## config.mk

```make
export PLATFORM = sky130hd
export DESIGN_NAME = slt_sort_engine
export DESIGN_NICKNAME = d
export VERILOG_FILES = /design/src/rtl/slt_sort_pkg.sv /design/src/rtl/slt.sv /design/src/rtl/slt_sort_engine.sv
export SDC_FILE = /design/constraint.sdc
export NUM_CORES = 1
export LEC_CHECK = 0
export BUFFER_PORTS_ARGS = -buffer_cell sky130_fd_sc_hd__buf_2
export CORE_MARGIN = 1
export CORE_UTILIZATION = 50
export DETAILED_ROUTE_END_ITERATION = 12
export MAX_ROUTING_LAYER = met4
export PLACE_DENSITY = 0.67
export RECOVER_POWER = 25
export SLEW_MARGIN = 10
export SYNTH_ARGS = -nofsm -noshare
export SYNTH_HDL_FRONTEND = slang
export SYNTH_SLANG_ARGS = --single-unit
```

## constraint.sdc

```tcl
create_clock -name clk -period 8.3 [get_ports clk]
set_clock_uncertainty 0.05 [all_clocks]
set_input_delay 2.075 -clock clk [delete_from_list [all_inputs] [get_ports clk]]
set_output_delay 2.075 -clock clk [all_outputs]
set_load 0.1 [all_outputs]
```

## src/rtl/slt_sort_pkg.sv

```systemverilog
// ============================================================================
// Module      : slt_sort_pkg
// Description : Shared types and constants for the slt_sort_engine block.
// Revision    : 1.0 - initial release
// ============================================================================
`default_nettype none

package slt_sort_pkg;

  // Top-level sequencing states of the sort engine.
  typedef enum logic [1:0] {
    S_LOAD = 2'd0,
    S_SORT = 2'd1,
    S_DONE = 2'd2
  } state_e;

  // Width of the saturating swap counter.
  localparam int SWAP_W = 16;

endpackage : slt_sort_pkg

`default_nettype wire

```

## src/rtl/slt.sv

```systemverilog
// ============================================================================
// Module      : slt
// Description : Signed strict less-than comparator, out_o = (a_i < b_i).
//               Two's-complement ordering, so the most-negative value
//               compares below the most-positive one.
// Revision    : 1.0 - initial release
// ============================================================================
`default_nettype none

module slt #(
  parameter int N = 32
) (
  input  logic [N-1:0] a_i,
  input  logic [N-1:0] b_i,
  output logic         out_o
);

  // Signed compare; no wrap-around subtract, so no overflow can flip it.
  assign out_o = ($signed(a_i) < $signed(b_i));

endmodule : slt

`default_nettype wire

```

## src/rtl/slt_sort_engine.sv

```systemverilog
// ============================================================================
// Module      : slt_sort_engine
// Description : Sequential bubble sorter (early exit) over M signed N-bit
//               entries. One shared slt comparator, one compare per cycle.
//               Values stream in over valid/ready, sorting begins on start,
//               results are read back combinationally by address.
// Revision    : 1.0 - initial release
// ============================================================================
`default_nettype none

module slt_sort_engine
  import slt_sort_pkg::*;
#(
  parameter int N = 32,
  parameter int M = 8
) (
  input  logic                   clk,
  input  logic                   rst,
  input  logic                   in_valid,
  output logic                   in_ready,
  input  logic [N-1:0]           in_data,
  input  logic                   start,
  input  logic                   clear,
  output logic                   busy,
  output logic                   done,
  output logic [$clog2(M):0]     count,
  output logic [SWAP_W-1:0]      swaps,
  input  logic [$clog2(M)-1:0]   rd_addr,
  output logic [N-1:0]           rd_data
);

  localparam int c_ADDR_W = $clog2(M);
  localparam int c_CNT_W  = c_ADDR_W + 1;

  // Architectural state
  logic [N-1:0]          mem_q [M];
  state_e                state_q;
  logic [c_CNT_W-1:0]    count_q;
  logic [SWAP_W-1:0]     swaps_q;
  logic [c_ADDR_W-1:0]   j_q;          // lower index of the pair being compared
  logic [c_ADDR_W-1:0]   lim_q;        // compares in the current pass
  logic                  pass_swap_q;  // a swap happened earlier in this pass
  logic                  done_q;

  // Combinational helpers
  logic                  w_load;
  logic [c_CNT_W-1:0]    count_d;
  logic [c_ADDR_W-1:0]   w_lim_init;
  logic [c_ADDR_W-1:0]   w_j1;
  logic [N-1:0]          w_a;
  logic [N-1:0]          w_b;
  logic                  w_lt;
  logic                  w_end_pass;
  logic                  w_pass_any;

  assign w_load  = (state_q == S_LOAD) && in_valid && in_ready;
  // Count after this cycle's load; a load coincident with start is included.
  assign count_d = count_q + {{(c_CNT_W-1){1'b0}}, w_load};
  // count_d is in 2..M when used, so modulo-M arithmetic yields count_d-1.
  assign w_lim_init = count_d[c_ADDR_W-1:0] - c_ADDR_W'(1);

  assign w_j1       = j_q + c_ADDR_W'(1);
  assign w_a        = mem_q[w_j1];
  assign w_b        = mem_q[j_q];
  assign w_end_pass = (j_q == (lim_q - c_ADDR_W'(1)));
  assign w_pass_any = pass_swap_q | w_lt;

  // The only magnitude comparator: is mem[j+1] strictly below mem[j]?
  slt #(.N(N)) u_slt (
    .a_i   (w_a),
    .b_i   (w_b),
    .out_o (w_lt)
  );

  assign in_ready = (state_q == S_LOAD) && (count_q < c_CNT_W'(M));
  assign busy     = (state_q == S_SORT);
  assign done     = done_q;
  assign count    = count_q;
  assign swaps    = swaps_q;
  assign rd_data  = mem_q[rd_addr];

  // Load / sort / done sequencer including the register file.
  always_ff @(posedge clk) begin
    if (rst) begin
      state_q     <= S_LOAD;
      count_q     <= '0;
      swaps_q     <= '0;
      j_q         <= '0;
      lim_q       <= '0;
      pass_swap_q <= 1'b0;
      done_q      <= 1'b0;
      for (int i = 0; i < M; i++) begin
        mem_q[i] <= '0;
      end
    end else begin
      done_q <= 1'b0;
      case (state_q)
        S_LOAD: begin
          if (w_load) begin
            mem_q[count_q[c_ADDR_W-1:0]] <= in_data;
          end
          count_q <= count_d;
          if (start) begin
            swaps_q <= '0;
            if (count_d <= c_CNT_W'(1)) begin
              // Nothing to compare: finish immediately.
              state_q <= S_DONE;
              done_q  <= 1'b1;
            end else begin
              lim_q       <= w_lim_init;
              j_q         <= '0;
              pass_swap_q <= 1'b0;
              state_q     <= S_SORT;
            end
          end
        end

        S_SORT: begin
          if (w_lt) begin
            mem_q[j_q]  <= w_a;
            mem_q[w_j1] <= w_b;
            if (swaps_q != '1) begin
              swaps_q <= swaps_q + SWAP_W'(1);
            end
          end
          if (w_end_pass) begin
            if (!w_pass_any || (lim_q == c_ADDR_W'(1))) begin
              state_q <= S_DONE;
              done_q  <= 1'b1;
            end else begin
              lim_q       <= lim_q - c_ADDR_W'(1);
              j_q         <= '0;
              pass_swap_q <= 1'b0;
            end
          end else begin
            j_q         <= w_j1;
            pass_swap_q <= w_pass_any;
          end
        end

        S_DONE: begin
          // Results held; start is ignored here.
          if (clear) begin
            state_q <= S_LOAD;
            count_q <= '0;
          end
        end

        default: begin
          state_q <= S_LOAD;
        end
      endcase
    end
  end

endmodule : slt_sort_engine

`default_nettype wire
```

==> results.md <==
- Status: finished with violations
- Failing checks: capacitance limit, slew limit
- Die Y: 194 um
- R2R Path Start: j_q[0]
- Critical Path Max Stage Delay: 880 ps
- Hold-critical path depth: 2
- Wire per inst: 31.6 um
- Main synth FF type: edfxtp_1
- CP endpoint kind: flip-flop
- Post-DRT Antenna Nets: 0
- Final Cycle Share: 91.3%
- Total iterations of the first detailed-routing run: 7
- FF+latch count, synth: 289
- Clk slew on worst S/H paths: 60 ps
- Critical Path, Cell by Cell: ha_2 > buf_12 > inv_1 > mux2i_1 > inv_1 > ha_1 > nand4_1 > nor4_1 > a221oi_1 > o211ai_1 > o21ai_1 > and3_4 > mux2i_1 > buf_12 > o211ai_1 > buf_4
- TritonCTS clock tree: built
- Switching pwr: 2620 uW
- # DRC: 0
- Final #Nets: 1494
- Area growth syn-to-layout: 11.0%
- Comb pwr share: 45.4%
- Slowest stage cell on the critical path: inv_1
- GRT Util Overall: 32.6%
- Root Driver: clkbuf_16
- Total I/O pin count: 95
- EDFF count, synth: 256
- Core area: 36500 um^2
- Die area: 37800 um^2
- Worst min-delay path startpoint: swaps[14]
- M1 WL: 21.0 mm
- Worst reg-to-reg path cell count: 16
- CTS Hold Buffers Added: 0
- CP bufs+invs: 5
- WP data arrival: 7680 ps
- Async SR Flop Fraction: 0%
- Clock share of power: 23.0%
- Non-filler cells, final: 1908
- Number of cell rows: 70
- Syn Area/Cell: 13.6 um^2
- # clock sinks: 289
- Max cap viols: 1
- Via density: 7.74
- Syn Std Cell Area: 18500 um^2
- Slew Viols, Final: 38
- Max Used Layer: met4
- Layout cells sized above 1: 29.2%
- Via count: 14800
- Post-CTS Setup Inserts: 0
- Slew HR: -8.46%
- Post-DP HPWL: 36.1 mm
- Worst-Skew Late Latency: 510 ps
- Lkg Pwr: 0.00661 uW
- Final hold vios: 0
- RSZ-0062 raised after global routing: no
- # port buffers: 94
- P_int: 3700 uW
- Flop pwr share: 31.6%
- Slew @ Worst Pin: 1630 ps
- Kind of critical path: flip-flop to flip-flop
- Global-route wire length before repair: 89.9 mm
- Num CTS Buffers: 34
- Largest net degree at the start of global routing: 52
- Final setup viols: 0
- Final instance area: 20600 um^2
- Min-Delay Endpoint: swaps[14]
- Net Sw Frac: 41.4%
- Crit-path leading delay family: buffers and inverters
- Routed WL: 60.4 mm
- Post-Place Cells: 1847
- Antenna diodes: 0
- Yosys cell types: 55
- WL met3: 8.02 mm
- CTS Buffer Depth: 3
- Worst vdd ir: 0.329 mV
- Post-Syn Instances: 1360
- # H-tree levels: 2
- Critical path required time: 8410 ps
- Setup TNS: 0 ps
- Die X: 194 um
- Vias in the first global route: 14700
- Post-CTS sizing: 0
- Worst hold path type: flip-flop to flip-flop
- Total gr overflow: 0
- Met2 WL: 28.3 mm
- Setup slack on the worst flop-to-flop path: 720 ps
- Startpoint types: flip-flop
- Post-layout min period: 7580 ps
- FF-to-FF End: mem_q[1][14]
- Worst Path Max Fanout: 51
- Area post-placement: 19600 um^2
- Yosys warning count: 0
- Initial DRC Count: 1809
- Max frequency: 132 MHz
- Mapped Nets: 1439
- RD Place Congestion: 0.854
- Post-synthesis sequential area ratio: 45.1%
- Initial core utilization: 50.7%
- Initial antenna violation count: 0
- Pwr/cell area: 307 nW/um^2
==> sequential cells by signal (all words and copies together), names as in the netlist, named ones only <==
register     count
done             1
lim_q            3
swaps           16
j_q              3
mem_q          256
state_q          2
pass_swap_q      1
count            4
==> worst register-to-register path, cell delays in order (launching register included) <==
cell and delay, ps:
dfxtp_4 860, ha_2 660, buf_12 310, inv_1 880
mux2i_1 360, inv_1 130, ha_1 310, nand4_1 190
nor4_1 90, a221oi_1 510, o211ai_1 220, o21ai_1 540
and3_4 770, mux2i_1 280, buf_12 280, o211ai_1 300
buf_4 480
==> worst max-delay path by stage <==
stage                 from            to  slack [ps]  depth (start not counted)
floorplan           j_q[1]   mem_q[3][0]        1900                         17
detailed placement  j_q[0]  mem_q[2][19]        1360                         15
global placement    j_q[0]  mem_q[3][17]        1540                         15
finish              j_q[0]  mem_q[1][14]         720                         16
global route        j_q[0]  mem_q[1][26]         560                         16
CTS                 j_q[0]  mem_q[2][28]        1360                         15
==> power by group through the flow <==
stage / clock, uW / sequential, uW / combinational (uW)
finish: 1450 / 2000 / 2870
global route: 1510 / 2030 / 3030
CTS: 1460 / 2000 / 2840
detailed placement: 0 / 2030 / 2820
global placement: 0 / 2010 / 2780
floorplan: 0 / 1930 / 2100
==> layer usage <==
| layer | track usage, % | vias up |
|---|---|---|
| li1 | - | 6000 |
| met1 | 41.0 | 7314 |
| met2 | 50.7 | 1204 |
| met3 | 7.22 | 252 |
| met4 | 14.6 | 0 |
| met5 | - | - |
==> layout by cell type (no fill, tap or decap), types with 6 or more instances in the layout <==
cell type  instances
a21oi_1           36
a32oi_1           64
buf_2             41
buf_4             59
clkbuf_1          63
clkbuf_16         35
clkbuf_8           6
clkinv_1          13
dfxtp_1           28
edfxtp_1         256
ha_1              38
inv_1             19
mux2_2            57
mux2i_1           35
mux4_2           192
nand2_1           57
nand2b_1           6
nand3_1           16
nand4_1            8
nor2_1            32
o211ai_1          11
o21ai_0           15
o22ai_1          257
o31ai_1            6
or3_1              6
or4_1              6
xnor2_1            7
==> cell type report <==
type / count / area [um^2]
clock buffer: 52 / 1000
clock inverter: 9 / 68.8
fill: 2959 / 16000
inverter: 26 / 97.6
multi-input combinational: 905 / 9500
sequential: 289 / 8360
tap: 468 / 586
timing repair buffer: 159 / 953
==> metrics by stage <==
step	util (%)	setup WS, ps	hold WS [ps]	total power, uW
2_1_floorplan	-	1900	419	4040
3_3_place_gp	53.6	1540	429	4790
3_5_place_dp	53.6	1360	439	4850
4_1_cts	56.6	1360	450	6290
5_1_grt	56.3	564	489	6570
6_report	56.3	722	448	6320
==> kinds of logic (layout without fill, tap and decap cells) <==
group                      count (synthesis)  count (layout)  share of synthesized area [%]
adders and majority gates                 39              39                           2.63
and+or+nand+nor                          158             158                           4.14
buffers and inverters                    166             246                           3.99
AOI/OAI and AO/OA                        412             412                           14.8
DFF                                      289             289                           45.1
xor gates and xnor gates                   9               9                          0.426
muxes                                    287             287                           28.9
==> synth_stat cells, types with 32 or more instances <==
master    instances  area (um^2)
ha_1             39          488
clkbuf_1         63          236
nor2_1           32          120
mux4_2          192         4320
buf_2            45          225
edfxtp_1        256         7690
dfxtp_1          33          661
mux2i_1          36          360
o22ai_1         257         1610
mux2_2           57          642
a21oi_1          36          180
nand2_1          57          214
a32oi_1          64          561
Power figures use the tool's default switching activity.
